===== src/rtl/stream_mux_pkg.sv =====
// Shared constants and types for the N-channel stream multiplexer.
package stream_mux_pkg;

  localparam logic MODE_FIXED = 1'b0;
  localparam logic MODE_RR    = 1'b1;

  typedef enum logic {
    ST_IDLE,
    ST_LOCKED
  } state_t;

endpackage


===== src/rtl/rr_arbiter_n.sv =====
// Combinational round-robin arbiter: first requester at or above start, wrapping to 0.
module rr_arbiter_n #(
  parameter int unsigned N_CH  = 3,
  parameter int unsigned SEL_W = $clog2(N_CH)
) (
  input  logic [N_CH-1:0]  req,
  input  logic [SEL_W-1:0] start,
  output logic [SEL_W-1:0] grant,
  output logic             grant_vld
);

  int unsigned idx;

  always_comb begin
    grant     = '0;
    grant_vld = 1'b0;
    idx       = 0;
    for (int unsigned off = 0; off < N_CH; off++) begin
      idx = 32'(start) + off;
      if (idx >= N_CH) idx = idx - N_CH;
      if (!grant_vld && |(req & (N_CH'(1) << idx))) begin
        grant     = SEL_W'(idx);
        grant_vld = 1'b1;
      end
    end
  end

endmodule


===== src/rtl/stream_mux_n.sv =====
// Registered N:1 stream mux with fixed-select or round-robin arbitration and packet locking.
module stream_mux_n
  import stream_mux_pkg::*;
#(
  parameter int unsigned N_CH  = 3,
  parameter int unsigned W     = 3,
  parameter int unsigned SEL_W = $clog2(N_CH)
) (
  input  logic              clk,
  input  logic              rst_n,
  input  logic              mode,
  input  logic [SEL_W-1:0]  sel,
  input  logic [N_CH*W-1:0] in_data,
  input  logic [N_CH-1:0]   in_valid,
  input  logic [N_CH-1:0]   in_last,
  output logic [N_CH-1:0]   in_ready,
  output logic [W-1:0]      out_data,
  output logic              out_valid,
  output logic              out_last,
  output logic [SEL_W-1:0]  out_ch,
  input  logic              out_ready
);

  state_t           state, state_next;
  logic [SEL_W-1:0] rr_ptr, rr_ptr_next;
  logic [SEL_W-1:0] lock_ch, lock_ch_next;

  logic [SEL_W-1:0] sel_eff;
  logic [SEL_W-1:0] arb_grant;
  logic             arb_vld;
  logic [SEL_W-1:0] grant;
  logic             grant_vld;
  logic             space;
  logic             accept;
  logic [W-1:0]     g_data;
  logic             g_last;

  rr_arbiter_n #(
    .N_CH (N_CH),
    .SEL_W(SEL_W)
  ) u_arb (
    .req      (in_valid),
    .start    (rr_ptr),
    .grant    (arb_grant),
    .grant_vld(arb_vld)
  );

  assign sel_eff = (32'(sel) >= N_CH) ? SEL_W'(N_CH - 1) : sel;
  assign space   = !out_valid || out_ready;

  always_comb begin
    grant     = '0;
    grant_vld = 1'b0;
    unique case (state)
      ST_LOCKED: begin
        grant     = lock_ch;
        grant_vld = |(in_valid & (N_CH'(1) << lock_ch));
      end
      default: begin
        if (mode == MODE_RR) begin
          grant     = arb_grant;
          grant_vld = arb_vld;
        end else begin
          grant     = sel_eff;
          grant_vld = |(in_valid & (N_CH'(1) << sel_eff));
        end
      end
    endcase
  end

  assign accept   = space && grant_vld;
  // Gated by rst_n so no producer sees ready while reset is held.
  assign in_ready = (accept && rst_n) ? (N_CH'(1) << grant) : '0;

  always_comb begin
    g_data = '0;
    for (int unsigned i = 0; i < N_CH; i++) begin
      if (grant == SEL_W'(i)) g_data = in_data[i*W +: W];
    end
    g_last = |(in_last & (N_CH'(1) << grant));
  end

  always_comb begin
    state_next   = state;
    lock_ch_next = lock_ch;
    rr_ptr_next  = rr_ptr;
    if (accept) begin
      if (g_last) begin
        state_next  = ST_IDLE;
        rr_ptr_next = (32'(grant) == N_CH - 1) ? '0 : grant + SEL_W'(1);
      end else if (state == ST_IDLE) begin
        state_next   = ST_LOCKED;
        lock_ch_next = grant;
      end
    end
  end

  always_ff @(posedge clk or negedge rst_n) begin
    if (!rst_n) begin
      state   <= ST_IDLE;
      rr_ptr  <= '0;
      lock_ch <= '0;
    end else begin
      state   <= state_next;
      rr_ptr  <= rr_ptr_next;
      lock_ch <= lock_ch_next;
    end
  end

  always_ff @(posedge clk or negedge rst_n) begin
    if (!rst_n) begin
      out_valid <= 1'b0;
      out_data  <= '0;
      out_last  <= 1'b0;
      out_ch    <= '0;
    end else if (accept) begin
      out_valid <= 1'b1;
      out_data  <= g_data;
      out_last  <= g_last;
      out_ch    <= grant;
    end else if (out_ready) begin
      out_valid <= 1'b0;
    end
  end

endmodule


===== config.mk =====
export PLATFORM = sky130hd
export DESIGN_NAME = stream_mux_n
export DESIGN_NICKNAME = d
export VERILOG_FILES = /design/src/rtl/stream_mux_pkg.sv /design/src/rtl/rr_arbiter_n.sv /design/src/rtl/stream_mux_n.sv
export SDC_FILE = /design/constraint.sdc
export NUM_CORES = 1
export LEC_CHECK = 0
export ABC_AREA = 1
export ABC_CLOCK_PERIOD_IN_PS = 2600
export CORE_ASPECT_RATIO = 0.75
export CORE_UTILIZATION = 46
export DETAILED_ROUTE_END_ITERATION = 8
export GPL_TIMING_DRIVEN = 1
export PLACE_DENSITY = 0.77
export SYNTH_ARGS = -nofsm -noshare
export SYNTH_HDL_FRONTEND = slang
export SYNTH_SLANG_ARGS = --single-unit

===== constraint.sdc =====
create_clock -name clk -period 2.6 [get_ports clk]
set_input_delay 0.52 -clock clk [delete_from_list [all_inputs] [get_ports clk]]
set_output_delay 0.52 -clock clk [all_outputs]
set_load 0.03 [all_outputs]

### Word-level counts from Yosys, hierarchy flattened

Index checks and enable logic that the tools add are counted.

* register bits: 12
* logic and storage cells: 73
* output and inout port bits: 10

* shift-type cells: 6
* magnitude comparators: 4
* mux-type cells: 22
* reduce and logical (&&, ||, !) cells: 18
* $add $sub $neg: 6
* bitwise operators: 8
* eq/ne operators: 2

Operator list (count)
* 2-to-1 mux 32 bit: 3
* << shifter 1 x 32 -> 3 bit, first input constant: 3
* greater-or-equal comparator 32 x 2 -> 1 bit, second input constant: 2
* subtractor 32 x 2 -> 32 bit, second input constant: 2
* bitwise AND 3 bit: 6
* OR reduction 3 bit: 6
* 2-to-1 mux 2 bit: 7
* 2-to-1 mux 3 bit: 4
* << shifter 1 x 2 -> 3 bit, first input constant: 3
* 2-to-1 mux 1 bit: 8
* greater-or-equal comparator 2 bit, second input constant: 2
* logical AND 1 bit: 4
* adder 2 x 1 -> 3 bit, second input constant: 1
* adder 2 x 2 -> 3 bit, second input constant: 1
* logical NOT 1 bit: 3
* AND reduction 3 bit: 1
* subtractor 2 x 2 -> 3 bit, second input constant: 1
* adder 2 x 1 -> 2 bit, second input constant: 1
* == test 2 x 1 -> 1 bit, second input constant: 1
* == test 2 bit, second input constant: 1
* logical NOT 2 bit: 1
* NOT 1 bit: 2
* AND reduction 2 bit: 1
* nonzero test 2 bit: 1
* logical OR 1 bit: 1

### Logic depth before layout (Yosys ltp)

Gate-level depths: netlist of run 1.

* depth in word-level cells: 19
* gate-level depth with buffers: 17
* mapped depth without buffers: 17

### Hierarchy

Synthesis of run 1 repeated with hierarchy kept, for this count alone.

* cells, all modules: 152
* area, all modules: 975.9 um2

By module, submodules not included
* stream_mux_n: area each 783.3 um2, times used 1, cells an instance 117
* rr_arbiter_n: area each 192.7 um2, times used 1, cells an instance 35

### Worst setup path after synthesis of run 1

No wires, ideal clock.

* path type: register to output
* from: register rr_ptr[0]
* to: output port in_ready[1]
* data required time: 2080 ps
* slack: 76 ps
* path buffers: 1
* arrival time: 2004 ps
* stages on the path, launching flop included: 13
* cells stage by stage: dfrtp_1 inv_1 ha_1 nand2_1 nand3_2 nor2_2 nand3b_1 nand3_1 nand2_1 nand2_2 buf_6 nand2_1 nor2_1

* longest elaborated chain between the ends: 17
* elaborated cells on any way between the ends: 38
* classes of those cells: add/sub: 5; order compare: 3; shift: 4; mux: 14; bitwise: 3; reduce/logical: 9

Ends and longest elaborated chain
* start, declared: line stream_mux_n.sv:25 `logic [SEL_W-1:0] rr_ptr, rr_ptr_next;`
* start signal, assigned: line stream_mux_n.sv:105 `rr_ptr <= rr_ptr_next;`
* parallel branches: the longest is 16 deep, another holds subtractor 32 x 2 -> 32 bit
* 2-to-1 mux 3 bit *: line stream_mux_n.sv:73 `assign in_ready = (accept && rst_n) ? (N_CH'(1) << grant) : '0;`
* end, declared: line stream_mux_n.sv:16 `output logic [N_CH-1:0] in_ready,`

Every way passes the cells marked *.

### Worst setup path in the final report of run 1

* from: register rr_ptr[0]
* to: output port in_ready[2]

Same word-level chain as after synthesis.

==> results.py, run 1 <==
metrics = {
    "logic_synthesis": {
        "yosysTopAreaCellShare": 0.303,
        "ys_types": 24,
        "syn_inst": 138,
        "syn_nets": 163,
        "synth.avg_cell_area_sq_um": 7.18,
        "ys_seq_area_frac": 0.303,
        "syn_area_sq_um": 991,
        "yosys_warnings": 0,
        "synth_seq_cells": 12,
        "synth_area_leaders": "dfrtp_1, nand2_1, nand3_1",
        "yosysTopAreaCell": "dfrtp_1",
    },
    "timing": {
        "relSlewSlack": 0.769,
        "worstMarginPinSlew_ns": 0.344,
        "rsz0062_at_grt": "yes",
        "finalCritPeriodShare": 1.02,
        "drv_slew": 0,
        "setup_viol": 3,
        "fmax_mhz": 377,
        "layout_setup_ws_ns": -0.0491,
        "final-hold-violation-count": 0,
        "clock_skew_ns": 0.00523,
        "fin_crit_ns": 2.65,
    },
    "pwr": {
        "vdd_drop_max_v": 0.000869,
        "p_leak_nw": 0.810,
        "powerDensity_nw_per_um2": 1320,
    },
    "drt": {
        "via_per_inst": 5.47,
        "dr.pass1.iters": 4,
        "wl_mm": 3.40,
        "drcViolationCount": 0,
        "drt.antenna.violating_nets": 0,
        "drt_first_iter_violations": 41,
        "vias": 1165,
        "routedWlPerCell_um": 16.0,
    },
    "grt": {
        "grt_pass1_wl_mm": 4.53,
        "grt_max_degree": 13,
        "grt_pass1_vias": 1066,
        "antenna_found_initial": 0,
        "grt_use_total": 0.251,
        "grt.overflow.total": 0,
    },
    "cts": {
        "cts.sinks": 12,
        "insertion_delay_ns": 0.27,
        "cts_hold_buffers": 0,
        "cts_root_buf": "clkbuf_4",
        "h-tree-depth": 1,
        "numCtsBuffers": 3,
        "clk_pin_slew_worst_paths_ns": 0.07,
        "cts_tree": "built",
        "cts_buffer_depth": 2,
    },
    "critical_path": {
        "crit_buf_inv": 2,
        "start_kind": "flip-flop",
        "crit_arrival_ns": 2.13,
        "worst_setup_path_end_kind": "output pin",
        "crit_required_ns": 2.08,
        "crit_path_max_incr_delay_ns": 0.40,
        "cp_cell_sequence": "inv_2, ha_4, nand2_4, nand3_4, nor2_4, a21oi_2, o31ai_1, nand3_1, and2_4, nand2_4, nor2_4, buf_6",
        "crit_slowest_cell": "dfrtp_1",
        "crit_family": "simple AND/OR/NAND/NOR gates",
        "cp_max_fo": 5,
        "worstSetupPathType": "reg2out",
    },
    "final_layout": {
        "n_antenna_cell": 0,
        "nFillCells": 121,
        "final_area_sq_um": 1630,
        "final_nets": 216,
        "drive_above_1_share": 0.397,
        "fin_cells": 213,
        "syn2layout_area_growth_pct": 64.6,
    },
    "die": {
        "coreArea_sq_um": 2010,
        "num_rows": 14,
        "dieArea_sq_um": 2350,
        "die_width_um": 55.6,
        "die_h_um": 42.2,
        "ios": 31,
        "start_util": 0.492,
    },
    "placement": {
        "dp_cells": 199,
        "place_hpwl_mm": 2.13,
        "portBuffers": 30,
        "place.gp.congestion": 0.907,
        "dpl_cell_area_sq_um": 1360,
    },
    "outcome": {
        "violations": "negative setup slack",
        "status": "finished, violations left",
    },
    "job": {
        "maxCapViolCount": 0,
    },
    "hold_path": {
        "hold_class": "reg2reg",
    },
}
-- registers in the layout, indices dropped and copies added, names as in the netlist --
signal and count:
out_valid 1, state 1, out_ch 2, rr_ptr 2, lock_ch 2, out_data 3
out_last 1
-- worst register-to-register path, stage by stage (launching register included) --
cell     delay [ns]
dfrtp_1        0.42
buf_6          0.14
ha_4           0.17
nand2_4        0.11
nand2_4        0.06
nor2_4         0.13
nand3_2        0.11
nand3_2        0.10
nand3_2        0.08
nand2_2        0.10
nand2_4        0.08
buf_4          0.14
buf_4          0.16
nand3_1        0.14
nand2_2        0.09
nor2_4         0.10
nand3_2        0.07
nand2_1        0.07
nand2_1        0.06
-- stage by stage --
step	setup TNS [ns]	util	setup slack (ns)	total power [mW]	hold WS [ns]
after CTS	0	0.717	0.00976	1.78	0.491
after floorplan	0	-	0.0763	1.21	0.224
after global routing	-0.461	0.810	-0.157	2.29	0.518
final	-0.139	0.810	-0.0491	2.15	0.488
after detailed placement	-0.194	0.675	-0.0699	1.58	0.469
after global placement	-0.0272	0.675	-0.0272	1.54	0.466
-- logic make-up after synthesis --
logic type / synth area share
adders and majority gates: 0.0505
AOI/OAI and AO/OA: 0.107
buffers and inverters: 0.0871
and+or+nand+nor: 0.452
DFF: 0.303
-- power by group --
group | switching [mW] | internal [mW]
registers | 0.0657 | 0.271
clock network | 0.0593 | 0.0537
logic | 0.989 | 0.713
-- path summary, 6_finish.rpt --
kind	start	end	slack, ns	cells past startpoint
setup reg to reg	rr_ptr[0]$_DFFE_PN0P_	lock_ch[0]$_DFFE_PN0P_	0.17	18
setup / recovery	rr_ptr[0]$_DFFE_PN0P_	in_ready[2]	-0.05	12
max in group asynchronous	rst_n	out_data[2]$_DFFE_PN0P_	1.74	2
min in group asynchronous	rst_n	out_valid$_DFFE_PN0P_	0.69	2
hold reg to reg	out_last$_DFFE_PN0P_	out_last$_DFFE_PN0P_	0.49	2
hold / removal	out_last$_DFFE_PN0P_	out_last$_DFFE_PN0P_	0.49	2
-- cells in the mapped netlist (all sizes together) --
| library cell | instances |
|---|---|
| a21oi | 6 |
| and2 | 1 |
| buf | 3 |
| dfrtp | 12 |
| ha | 4 |
| inv | 15 |
| nand2 | 46 |
| nand3 | 22 |
| nand3b | 2 |
| nand4 | 2 |
| nor2 | 13 |
| nor3 | 1 |
| o211ai | 1 |
| o21a | 1 |
| o21ai | 7 |
| o31ai | 2 |
-- layout make-up --
| cell class | instances | area, sq um | area share |
|---|---|---|---|
| inverter | 15 | 58.8 | 0.0360 |
| tap | 24 | 30.0 | 0.0184 |
| sequential | 12 | 300 | 0.184 |
| multi-input combinational | 108 | 758 | 0.465 |
| timing repair buffer | 51 | 462 | 0.283 |
| clock buffer | 3 | 22.5 | 0.0138 |
-- layer usage --
layer | share of wire | vias up | GRT usage
li1 | - | 553 | -
met1 | 0.41 | 531 | 0.309
met2 | 0.47 | 65 | 0.405
met3 | 0.094 | 16 | 0.114
met4 | 0.034 | 0 | 0.0600
met5 | 0 | - | 0
-- timing repair --
item                       CTS  global route
pin swaps                    2            17
buffers inserted             4             7
resized for setup           11            36
setup endpoints to repair    3             3
-- cell usage in the layout, fill, tap and decap left out, types with 2 or more instances in the layout --
cell	instances
nand2_1	29
clkdlybuf4s50_1	24
buf_4	20
dfrtp_1	12
nand3_1	11
nand2_2	9
inv_1	9
nand3_2	9
nand2_4	8
o21ai_1	7
inv_2	5
nor2_4	5
nor2_2	4
nor2_1	4
a21oi_1	4
buf_6	4
clkbuf_4	3
dlygate4sd2_1	3
nand3_4	2
nand3b_1	2
o31ai_1	2
nand4_1	2
ha_4	2
ha_1	2
No activity file was read; power rests on OpenSTA's default activity.
==> run 2, diff against run 1 <==
Settings changed: ABC_CLOCK_PERIOD_IN_PS 2600 to unset, MAX_ROUTING_LAYER set to met4.
==> results.py, run 2 (synthesis gave the netlist of run 1 again) <==
metrics = {
    "outcome": {
        "violations": "negative setup slack",
        "status": "finished, violations left",
    },
    "final_layout": {
        "max_flop_register": "out_data",
        "drive_above_1_share": 0.384,
        "final_common_cell": "nand2_1",
        "final_cell_mix": "nand2_1, clkdlybuf4s50_1, buf_4",
        "syn2layout_area_growth_pct": 58.3,
        "n_antenna_cell": 0,
        "final_core_utilization": 0.779,
        "final_nets": 212,
        "final_area_sq_um": 1570,
        "largest_reg_flops": 3,
    },
    "grt": {
        "grt_max_degree": 13,
        "grt.overflow.total": 0,
        "met3_usage": 0.0772,
        "grt_pass1_vias": 1041,
        "grt_use_total": 0.262,
        "grt_use_met1": 0.343,
        "top_usage_layer": "met2",
        "antenna_found_initial": 0,
        "groute.layer.met2.usage": 0.410,
        "grt_pass1_wl_mm": 4.61,
    },
    "critical_path": {
        "start_kind": "flip-flop",
        "cp_cell_sequence": "inv_2, ha_4, nand2_4, nand2_2, nor2_4, nand3_2, nand3_2, nand3_2, nand2_2, nand2_4, inv_2, nand2_2, nor2_1, buf_4",
        "cp_max_fo": 5,
        "crit_arrival_ns": 2.14,
        "crit_required_ns": 2.08,
        "crit_family": "simple AND/OR/NAND/NOR gates",
        "worst_setup_path_end_kind": "output pin",
        "crit_slowest_cell": "dfrtp_2",
        "crit_buf_inv": 3,
        "worstSetupPathType": "reg2out",
        "crit_path_max_incr_delay_ns": 0.44,
    },
    "cts": {
        "insertion_delay_ns": 0.27,
        "cts.sinks": 12,
        "cts_tree": "built",
        "numCtsBuffers": 3,
        "clk_pin_slew_worst_paths_ns": 0.06,
        "h-tree-depth": 1,
        "cts_hold_buffers": 0,
        "cts_buffer_depth": 2,
        "cts_root_buf": "clkbuf_4",
    },
    "pwr": {
        "power_mw": 2.00,
        "p_leak_nw": 0.772,
        "powerDensity_nw_per_um2": 1270,
        "vdd_drop_max_v": 0.000942,
    },
    "timing": {
        "rsz0062_at_grt": "yes",
        "timing.setup.tns_ns": -0.124,
        "drv_slew": 0,
        "finalCritPeriodShare": 1.02,
        "whs_ns": 0.492,
        "fmax_mhz": 377,
        "final-hold-violation-count": 0,
        "clock_skew_ns": 0.00175,
        "setup_viol": 3,
        "relSlewSlack": 0.757,
        "layout_setup_ws_ns": -0.0557,
        "worstMarginPinSlew_ns": 0.364,
        "fin_crit_ns": 2.66,
    },
    "hold_path": {
        "hold_class": "reg2reg",
    },
    "drt": {
        "drt.antenna.violating_nets": 0,
        "drcViolationCount": 0,
        "wl_mm": 2.94,
        "vias": 1122,
        "routedWlPerCell_um": 14.0,
        "drt_first_iter_violations": 28,
        "dr.pass1.iters": 4,
        "via_per_inst": 5.37,
    },
    "job": {
        "maxCapViolCount": 0,
    },
    "placement": {
        "place_hpwl_mm": 2.04,
        "portBuffers": 30,
        "dpl_cell_area_sq_um": 1360,
        "place.gp.congestion": 0.919,
    },
    "die": {
        "start_util": 0.492,
        "ios": 31,
        "coreArea_sq_um": 2010,
        "die_width_um": 55.6,
        "dieArea_sq_um": 2350,
        "die_h_um": 42.2,
        "num_rows": 14,
    },
}
[run 2: per-layer routing]
metal / vias up / share of wire / routed length (um)
met1: 520 / 0.44 / 1300
met2: 50 / 0.46 / 1360
met5: - / 0 / 0
met3: 6 / 0.082 / 242
li1: 546 / - / -
met4: 0 / 0.0092 / 27
[run 2: worst reg2reg max path: cells and delay by family, from the launching register on]
family | cells | cell delay, ns
simple gates | 13 | 1.16
flops | 1 | 0.44
buf+inv | 3 | 0.38
fa+ha+maj | 1 | 0.24
compound gates | 1 | 0.06
[run 2: path summary, 6_finish.rpt]
path	from	slack, ns	depth (start not counted)	endpoint
min reg2reg	out_data[0]$_DFFE_PN0P_	0.49	2	out_data[0]$_DFFE_PN0P_
min in group asynchronous	rst_n	0.64	2	out_ch[1]$_DFFE_PN0P_
min	out_data[0]$_DFFE_PN0P_	0.49	2	out_data[0]$_DFFE_PN0P_
max	rr_ptr[0]$_DFFE_PN0P_	-0.06	14	in_ready[2]
max reg2reg	rr_ptr[0]$_DFFE_PN0P_	0.19	18	rr_ptr[0]$_DFFE_PN0P_
max in group asynchronous	rst_n	1.78	2	rr_ptr[0]$_DFFE_PN0P_
[run 2: metrics by stage]
step,instances,setup WS (ns)
floorplan,138,0.0763
global placement,199,-0.0428
detailed placement,199,-0.0706
CTS,206,-0.00145
global route,209,-0.204
finish,209,-0.0557
[run 2: cell type report]
type | instances | area, sq um
Multi-Input combinational cell | 108 | 734
Clock buffer | 3 | 22.5
Tap cell | 24 | 30.0
Timing Repair Buffer | 47 | 424
Inverter | 15 | 56.3
Fill cell | 132 | 445
Sequential cell | 12 | 302
[run 2: power breakdown]
part | switching, mW | internal [mW] | total [mW]
Sequential | 0.0655 | 0.273 | 0.338
Clock | 0.0579 | 0.0537 | 0.112
Combinational | 0.900 | 0.650 | 1.55
[run 2: repair_timing]
item                       4_1_cts  5_1_grt
hold endpoints to repair         0        0
setup endpoints to repair        3        3
buffers inserted                 4        3
resized for setup               10       29
pin swaps                        4       16
